`src/rtl/axis_uart_tx_frame.sv`:
```
// AXI-Stream word to UART serializer: one asynchronous frame per kept lane,
// with selectable parity, stop bits, lane order and a runtime baud divisor.
module axis_uart_tx_frame #(
   parameter int unsigned AXI_DATA_WIDTH = 32,
   parameter int unsigned CLOCK          = 100_000_000,
   parameter int unsigned BAUD_RATE      = 115_200,
   parameter int unsigned DATA_BITS      = 8,
   parameter int unsigned STOP_BITS      = 1,
   parameter int unsigned PARITY_MODE    = 0,
   parameter bit          MSB_LANE_FIRST = 1'b1,
   parameter int unsigned DIV_W          = 16,
   localparam int unsigned NUM_CHARS     = AXI_DATA_WIDTH / DATA_BITS
) (
   input  logic                      aclk,
   input  logic                      aresetn,
   input  logic [AXI_DATA_WIDTH-1:0] s_axis_tdata,
   input  logic [NUM_CHARS-1:0]      s_axis_tkeep,
   input  logic                      s_axis_tvalid,
   output logic                      s_axis_tready,
   input  logic [DIV_W-1:0]          baud_div,
   output logic                      uart_tx,
   output logic                      busy,
   output logic                      tx_done
);

   localparam int unsigned     LANE_W     = (NUM_CHARS > 1) ? $clog2(NUM_CHARS) : 1;
   localparam logic [DIV_W-1:0] DEF_DIV   = DIV_W'(CLOCK / BAUD_RATE);
   localparam bit              HAS_PARITY = (PARITY_MODE != 0);
   localparam logic [3:0]      LAST_DATA  = 4'(DATA_BITS - 1);
   localparam logic [3:0]      LAST_STOP  = 4'(STOP_BITS - 1);

   generate
      if (AXI_DATA_WIDTH % DATA_BITS != 0) begin : g_bad_width
         $error("AXI_DATA_WIDTH must be a multiple of DATA_BITS");
      end
      if (CLOCK / BAUD_RATE < 2) begin : g_bad_div
         $error("CLOCK/BAUD_RATE must be at least 2");
      end
      if (DATA_BITS < 5 || DATA_BITS > 9) begin : g_bad_bits
         $error("DATA_BITS must be 5..9");
      end
      if (STOP_BITS < 1 || STOP_BITS > 2) begin : g_bad_stop
         $error("STOP_BITS must be 1 or 2");
      end
      if (PARITY_MODE > 2) begin : g_bad_parity
         $error("PARITY_MODE must be 0, 1 or 2");
      end
   endgenerate

   typedef enum logic [2:0] {IDLE, START, DATA, PARITY, STOP} state_t;

   state_t                    state;
   logic [AXI_DATA_WIDTH-1:0] word_q;
   logic [NUM_CHARS-1:0]      pend_q;
   logic [DIV_W-1:0]          div_q;
   logic [DIV_W-1:0]          cnt_q;
   logic [3:0]                bit_q;
   logic [DATA_BITS-1:0]      sh_q;
   logic                      par_q;
   logic                      rst_done;

   logic [NUM_CHARS-1:0]      src_keep;
   logic [AXI_DATA_WIDTH-1:0] src_data;
   logic [LANE_W-1:0]         sel;
   logic                      any_pend;
   logic [DATA_BITS-1:0]      sel_char;
   logic                      sel_par;
   logic [NUM_CHARS-1:0]      rest_keep;
   logic [DIV_W-1:0]          acc_div;
   logic                      bit_end;

   // Lane picker is shared between word accept (live inputs) and the
   // end of each stop bit (latched remaining-lane mask).
   always_comb begin
      src_keep = (state == IDLE) ? s_axis_tkeep : pend_q;
      src_data = (state == IDLE) ? s_axis_tdata : word_q;
      sel      = '0;
      any_pend = 1'b0;
      for (int unsigned i = 0; i < NUM_CHARS; i++) begin
         if (src_keep[i] && (MSB_LANE_FIRST || !any_pend)) sel = LANE_W'(i);
         if (src_keep[i]) any_pend = 1'b1;
      end
      sel_char  = src_data[sel*DATA_BITS +: DATA_BITS];
      sel_par   = (^sel_char) ^ (PARITY_MODE == 2);
      rest_keep = src_keep & ~(NUM_CHARS'(1) << sel);
      acc_div   = (baud_div < DIV_W'(2)) ? DEF_DIV : baud_div;
      bit_end   = (cnt_q == div_q - 1'b1);
   end

   assign s_axis_tready = (state == IDLE) && rst_done;

   always_ff @(posedge aclk or negedge aresetn) begin
      if (!aresetn) begin
         state    <= IDLE;
         word_q   <= '0;
         pend_q   <= '0;
         div_q    <= '0;
         cnt_q    <= '0;
         bit_q    <= '0;
         sh_q     <= '0;
         par_q    <= 1'b0;
         rst_done <= 1'b0;
         uart_tx  <= 1'b1;
         busy     <= 1'b0;
         tx_done  <= 1'b0;
      end else begin
         rst_done <= 1'b1;
         tx_done  <= 1'b0;
         if (state == IDLE) begin
            if (s_axis_tvalid && rst_done) begin
               word_q <= s_axis_tdata;
               div_q  <= acc_div;
               cnt_q  <= '0;
               bit_q  <= '0;
               if (any_pend) begin
                  state   <= START;
                  busy    <= 1'b1;
                  uart_tx <= 1'b0;
                  sh_q    <= sel_char;
                  par_q   <= sel_par;
                  pend_q  <= rest_keep;
               end else begin
                  tx_done <= 1'b1;
               end
            end
         end else begin
            cnt_q <= bit_end ? '0 : cnt_q + 1'b1;
            if (bit_end) begin
               case (state)
                  START: begin
                     state   <= DATA;
                     uart_tx <= sh_q[0];
                  end
                  DATA: begin
                     if (bit_q == LAST_DATA) begin
                        bit_q <= '0;
                        if (HAS_PARITY) begin
                           state   <= PARITY;
                           uart_tx <= par_q;
                        end else begin
                           state   <= STOP;
                           uart_tx <= 1'b1;
                        end
                     end else begin
                        bit_q   <= bit_q + 1'b1;
                        sh_q    <= sh_q >> 1;
                        uart_tx <= sh_q[1];
                     end
                  end
                  PARITY: begin
                     state   <= STOP;
                     uart_tx <= 1'b1;
                  end
                  STOP: begin
                     if (bit_q == LAST_STOP) begin
                        bit_q <= '0;
                        if (any_pend) begin
                           state   <= START;
                           uart_tx <= 1'b0;
                           sh_q    <= sel_char;
                           par_q   <= sel_par;
                           pend_q  <= rest_keep;
                        end else begin
                           state   <= IDLE;
                           busy    <= 1'b0;
                           tx_done <= 1'b1;
                           uart_tx <= 1'b1;
                        end
                     end else begin
                        bit_q <= bit_q + 1'b1;
                     end
                  end
                  default: begin
                     state   <= IDLE;
                     uart_tx <= 1'b1;
                  end
               endcase
            end
         end
      end
   end

endmodule

```
`config.mk`:
```
export PLATFORM = sky130hd
export DESIGN_NAME = axis_uart_tx_frame
export DESIGN_NICKNAME = d
export VERILOG_FILES = /design/src/rtl/axis_uart_tx_frame.sv
export SDC_FILE = /design/constraint.sdc
export NUM_CORES = 1
export LEC_CHECK = 0
export ABC_AREA = 1
export CORE_MARGIN = 4
export CORE_UTILIZATION = 41
export DETAILED_ROUTE_END_ITERATION = 8
export PLACE_DENSITY = 0.66
export REMOVE_ABC_BUFFERS = 1
export SETUP_SLACK_MARGIN = 0.15
export SYNTH_ARGS = -nofsm -noshare
export SYNTH_HDL_FRONTEND = slang
export SYNTH_SLANG_ARGS = --single-unit
```
`constraint.sdc`:
```
create_clock -name aclk -period 2.1 [get_ports aclk]
set_input_delay 0.63 -clock aclk [delete_from_list [all_inputs] [get_ports aclk]]
set_output_delay 0.63 -clock aclk [all_outputs]
set_load 0.005 [all_outputs]
```
# [Word level (Yosys, flattened, before mapping)]
# Cells that the tools add are included.
[classes] reduce_logical=15 bitwise_logic=2 n_shift=2 mux=60 add_sub_neg=3 order_cmp=1 n_eq_ne=12
[ops] op="16-bit 2-to-1 mux" n=4
[ops] op="4-bit 2-to-1 mux" n=12
[ops] op="8-bit 2-to-1 mux" n=6
[ops] op="32-bit 2-to-1 mux" n=1
[ops] op="32-bit by 6-bit indexed part select with 8-bit output" n=1
[ops] op="1-bit 2-to-1 mux" n=25
[ops] op="3-bit 2-to-1 mux" n=6
[ops] op="16-bit by 1-bit adder with 16-bit output (second input constant)" n=1
[ops] op="16-bit == test" n=1
[ops] op="16-bit by 2-bit less-than comparator with 1-bit output (second input constant)" n=1
[ops] op="8-bit one-hot mux with 2 select lines" n=1
[ops] op="16-bit by 1-bit subtractor with 16-bit output (second input constant)" n=1
[ops] op="3-bit one-hot mux with 4 select lines" n=1
[ops] op="5-bit AND reduction" n=2
[ops] op="3-bit != test (second input constant)" n=3
[ops] op="4-bit one-hot mux with 2 select lines" n=1
[ops] op="4-bit AND reduction" n=2
[ops] op="3-bit by 2-bit == test with 1-bit output (second input constant)" n=2
[ops] op="6-bit AND reduction" n=1
[ops] op="2-bit nonzero test" n=3
[ops] op="4-bit by 1-bit adder with 4-bit output (second input constant)" n=1
[ops] op="4-bit bitwise AND" n=1
[ops] op="4-bit by 3-bit == test with 1-bit output (second input constant)" n=1
[ops] op="4-bit logical NOT" n=1
[ops] op="13 further kinds" n=16
[totals] register_bits=87 wordCells=106 out_inout_bits=4

# [Depth between registers and ports, before layout]
[logic_depth] word_depth=13 ltp_mapped=17

# [Worst setup path after synthesis]
# OpenSTA, ideal clock, no wires.
[synth_timing] path_kind="register to register" start="register div_q[0]" end="register sh_q[0]" slack_ns=0.061 path_stages_with_launch=17 setup_time_ns=0.125 t_arrival_ns=1.914 required_ns=1.975 path_buffers=1 period_less_slack_ns=2.039 path_cell_list="dfrtp_1 > inv_1 > ha_1 > nand3_2 > nor2_4 > nand2_1 > nand2_1 > nand2_1 > nor2_1 > nand2_1 > nor2_1 > nand2_1 > nand2_4 > nand2_4 > buf_6 > nand2_1 > nand3_1"
[synth_via] elab_chain_len=4
[synth_lines] item="from (decl)" line_no="55" text="logic [DIV_W-1:0] div_q;"
[synth_lines] item="from (signal assigned)" line_no="112" text="div_q <= acc_div;"
[synth_lines] item="16-bit by 1-bit subtractor with 16-bit output" line_no="87" text="bit_end = (cnt_q == div_q - 1'b1);"
[synth_lines] item="16-bit == test" line_no="87"
[synth_lines] item="2-bit nonzero test (no source line)"
[synth_lines] item="5-bit AND reduction (no source line)"
[synth_lines] item="to (signal assigned)" line_no="119" text="sh_q <= sel_char;"
[synth_lines] item="to (signal assigned)" line_no="146" text="sh_q <= sh_q >> 1;"
[synth_lines] item="to (signal assigned)" line_no="160" text="sh_q <= sel_char;"
[synth_lines] item="to (decl)" line_no="58" text="logic [DATA_BITS-1:0] sh_q;"
# No other way between the ends.
# A chain may end at the register's enable or synchronous reset.

# [Worst setup path in the final report]
[layout_timing] start="register div_q[0]" end="register cnt_q[13]"
[layout_via] elab_chain_len=4
[layout_lines] item="16-bit by 1-bit subtractor with 16-bit output" line_no="87"
[layout_lines] item="16-bit == test" line_no="87"
[layout_lines] item="16-bit 2-to-1 mux" line_no="127" text="cnt_q <= bit_end ? '0 : cnt_q + 1'b1;"
[layout_lines] item="16-bit 2-to-1 mux" line_no="109" text="if (state == IDLE) begin"
[layout_lines] item="to (signal assigned)" line_no="127"
[layout_lines] item="to (decl)" line_no="56" text="logic [DIV_W-1:0] cnt_q;"
# No other way between the ends.

==> metrics <==
outcome=finished, violations left; violated checks=setup timing; global-route wire length before repair=26600 um; gp weighted congestion=0.8845; final cycle utilization of the critical path=1.036; reported leakage power=3.620 nW; complex-gate fraction of the synthesized area=0.1382; dominant cell type by area after synthesis=dfrtp_1; Worst Hold Margin=211.2 ps; sequential standard cell area=2181 um^2; required time at the worst-slack endpoint=2330 ps; max-cap violations=0; Placement Rows=41; post-route worst setup slack=-75.25 ps; area share of the leading cell type in the synthesized netlist=0.3968; startpoint type of the worst setup path=register; aggregate routed wire length=16300 um; data arrival at the endpoint of the critical path=2410 ps; start of the worst register-to-register path=div_q[0]; depth of the most critical reg-to-reg path=16; largest fanout of any net on the critical path=5; number of synthesized register bits=87; floorplan die area=15130 um^2; synthesized netlist cell count=760; routed vias=5732; most common cell after layout, fill and taps aside=nand2_1; multiplexer share of the synthesized area=0; pin count of the biggest net entering global routing=33; Longest Clk Path Bufs=2; simple-gate area share of the yosys netlist=0.3310; Seq/Total Area, Yosys=0.4016; overall track demand over capacity in global routing=0.2195; total congestion overflow after global routing=0; Starting Density=0.4246; power density cells=1484 nW/um^2; number of fill cells in the layout=1112; layout overhead on the synthesized area=41.85%; proportion of synthesized flip-flops having asynchronous set or reset=1.000; # nets final=977; FMAX=459.7 MHz; commonest cells after routing, fill and taps aside=224 x nand2_1, 99 x buf_4, 84 x dfrtp_1; primary flip-flop cell chosen by synthesis mapping=dfrtp_1; Detailed Routing Iterations Pass 1=5; number of slew-limit violations in the final report=0; worst-case clock skew=13.64 ps; number of antenna violations at the first check in global routing=0; Reg2Reg Capture Point=cnt_q[13]; clock buffer count from CTS=9; worst hold-check path type=input pin to async pin; Port Buf Inserts=58; number of routed nets with antenna violations=0; root buffer cell=clkbuf_16; vias per inst=5.239; Die Span Y=123.0 um; clock tree from TritonCTS=built; synth top area cells=dfrtp_1 40%, nand2_1 17%, o21ai_0 6.6%; number of distinct library cells after synthesis=43; total area of multi-input combinational cells=3173 um^2; H-Tree Level Count=3; crit path time final=2175 ps; R2R Setup Slk=-80 ps; unrepaired setup endpoints after global routing=yes; DP Worst Slack=-331.8 ps; number of hold violations in the final report=0; Crit Path Class=register to register; Max rail drop VDD=0.7421 mV; HPWL after detailed placement=11670 um; overall power after layout=11.42 mW; Initial DRC Count=329; via count of the first global-routing pass=5663; clk_lat worst skew=350 ps; kind of end point of the critical path=register; Synth Warn #=0; CTS clock-pin slew for the worst setup and hold paths=70 ps; number of sinks driven by the clock tree=87; num ports=59; area inside the core boundary=12770 um^2; mean post-synth cell area=7.137 um^2; mapped cell area=5424 um^2; DRC=0; share of cells above drive strength 1=0.2527; main combinational cell family by area after synthesis=simple AND/OR/NAND/NOR gates; ANT cells=0; fraction of synthesized cell area in xor and xnor cells=0.03875; count of flip-flops with a built-in enable after synthesis=0; final setup violation count=19; cts-stage hold buffer count=0; average detailed-routed wire length per instance=14.90 um; Adder-Cell Fraction of Synth Area=0.009227; x dimension of the die=123.0 um
logic make-up after synthesis:
family,Yosys count
flops,87
simple gates,403
other cells,1
compound gates,134
fa+ha+maj,4
xor+xnor,24
buf+inv,107
registers in the layout (all words and copies together), names as in the netlist:
register  cells
word_q       32
cnt_q        16
div_q        16
sh_q          8
bit_q         4
pend_q        4
state         3
busy          1
rst_done      1
tx_done       1
uart_tx       1
layer usage:
layer / global-route usage / vias up / wire length [um]
met5: 0 / - / 0
met4: 0.08720 / 0 / 518
met3: 0.05169 / 47 / 833
met2: 0.3871 / 171 / 8270
met1: 0.2574 / 2729 / 6674
li1: - / 2785 / -
cell usage after synthesis (7+ instances only):
| cell | number |
|---|---|
| o21ai_1 | 10 |
| nor3_1 | 11 |
| buf_2 | 7 |
| nand3_1 | 49 |
| nand2_1 | 241 |
| dfrtp_1 | 86 |
| xor2_1 | 19 |
| clkbuf_1 | 12 |
| o22ai_1 | 27 |
| nand2_2 | 8 |
| inv_1 | 77 |
| nor2_1 | 53 |
| nand4_1 | 10 |
| a21oi_1 | 9 |
| o21ai_0 | 71 |
area by class of cell:
cell class | count | area share
Clock inverter | 2 | 0.005041
Sequential cell | 87 | 0.2835
Inverter | 82 | 0.04163
Timing Repair Buffer | 170 | 0.1956
Multi-Input combinational cell | 568 | 0.4124
Clock buffer | 13 | 0.03383
Tap cell | 172 | 0.02797
power by group:
group	switching, mW	internal (mW)	leakage (nW)
Clock	0.671	0.987	0.146
Combinational	3.92	3.03	2.38
Sequential	0.501	2.32	1.10
Total	5.09	6.33	3.62
how the worst max path moves through the flow:
stage	slack, ps	from	cells past startpoint	to
after floorplan	-1680	s_axis_tvalid	5	div_q[2]
after CTS	-60	div_q[4]	15	cnt_q[13]
after global routing	-210	div_q[5]	15	cnt_q[13]
final	-80	div_q[0]	16	cnt_q[13]
after detailed placement	-330	s_axis_tkeep[3]	12	sh_q[7]
after global placement	-330	s_axis_tkeep[3]	12	sh_q[7]
repair_timing:
action	in CTS	in global routing
buffers inserted	14	11
gates cloned	2	1
pin swaps	28	34
setup endpoints to repair	41	40
resized for setup	68	54
critical path, stage by stage, from the launching register on:
cell and delay, ps:
dfrtp_1 390, inv_2 90, ha_4 180, nand3_4 120, nor2_4 150, nand2_1 80, nand2_1 80, nand2_1 70
nor2_2 90, nand2_1 60, nor2_2 130, nand2_2 80, nand2_4 90, buf_6 110, clkinvlp_4 160, nand3_2 110
o21ai_1 70
through the flow:
stage	utilization	TNS (ps)	area (um^2)	std cells
3_5_place_dp	0.5307	-5391	6779	1051
2_1_floorplan	-	-75570	5295	735
4_1_cts	0.5812	-283.9	7423	1082
5_1_grt	0.6023	-5615	7694	1094
6_report	0.6023	-671.7	7694	1094
3_3_place_gp	0.5307	-3141	6779	1051
(Power assumes the default switching activity.)
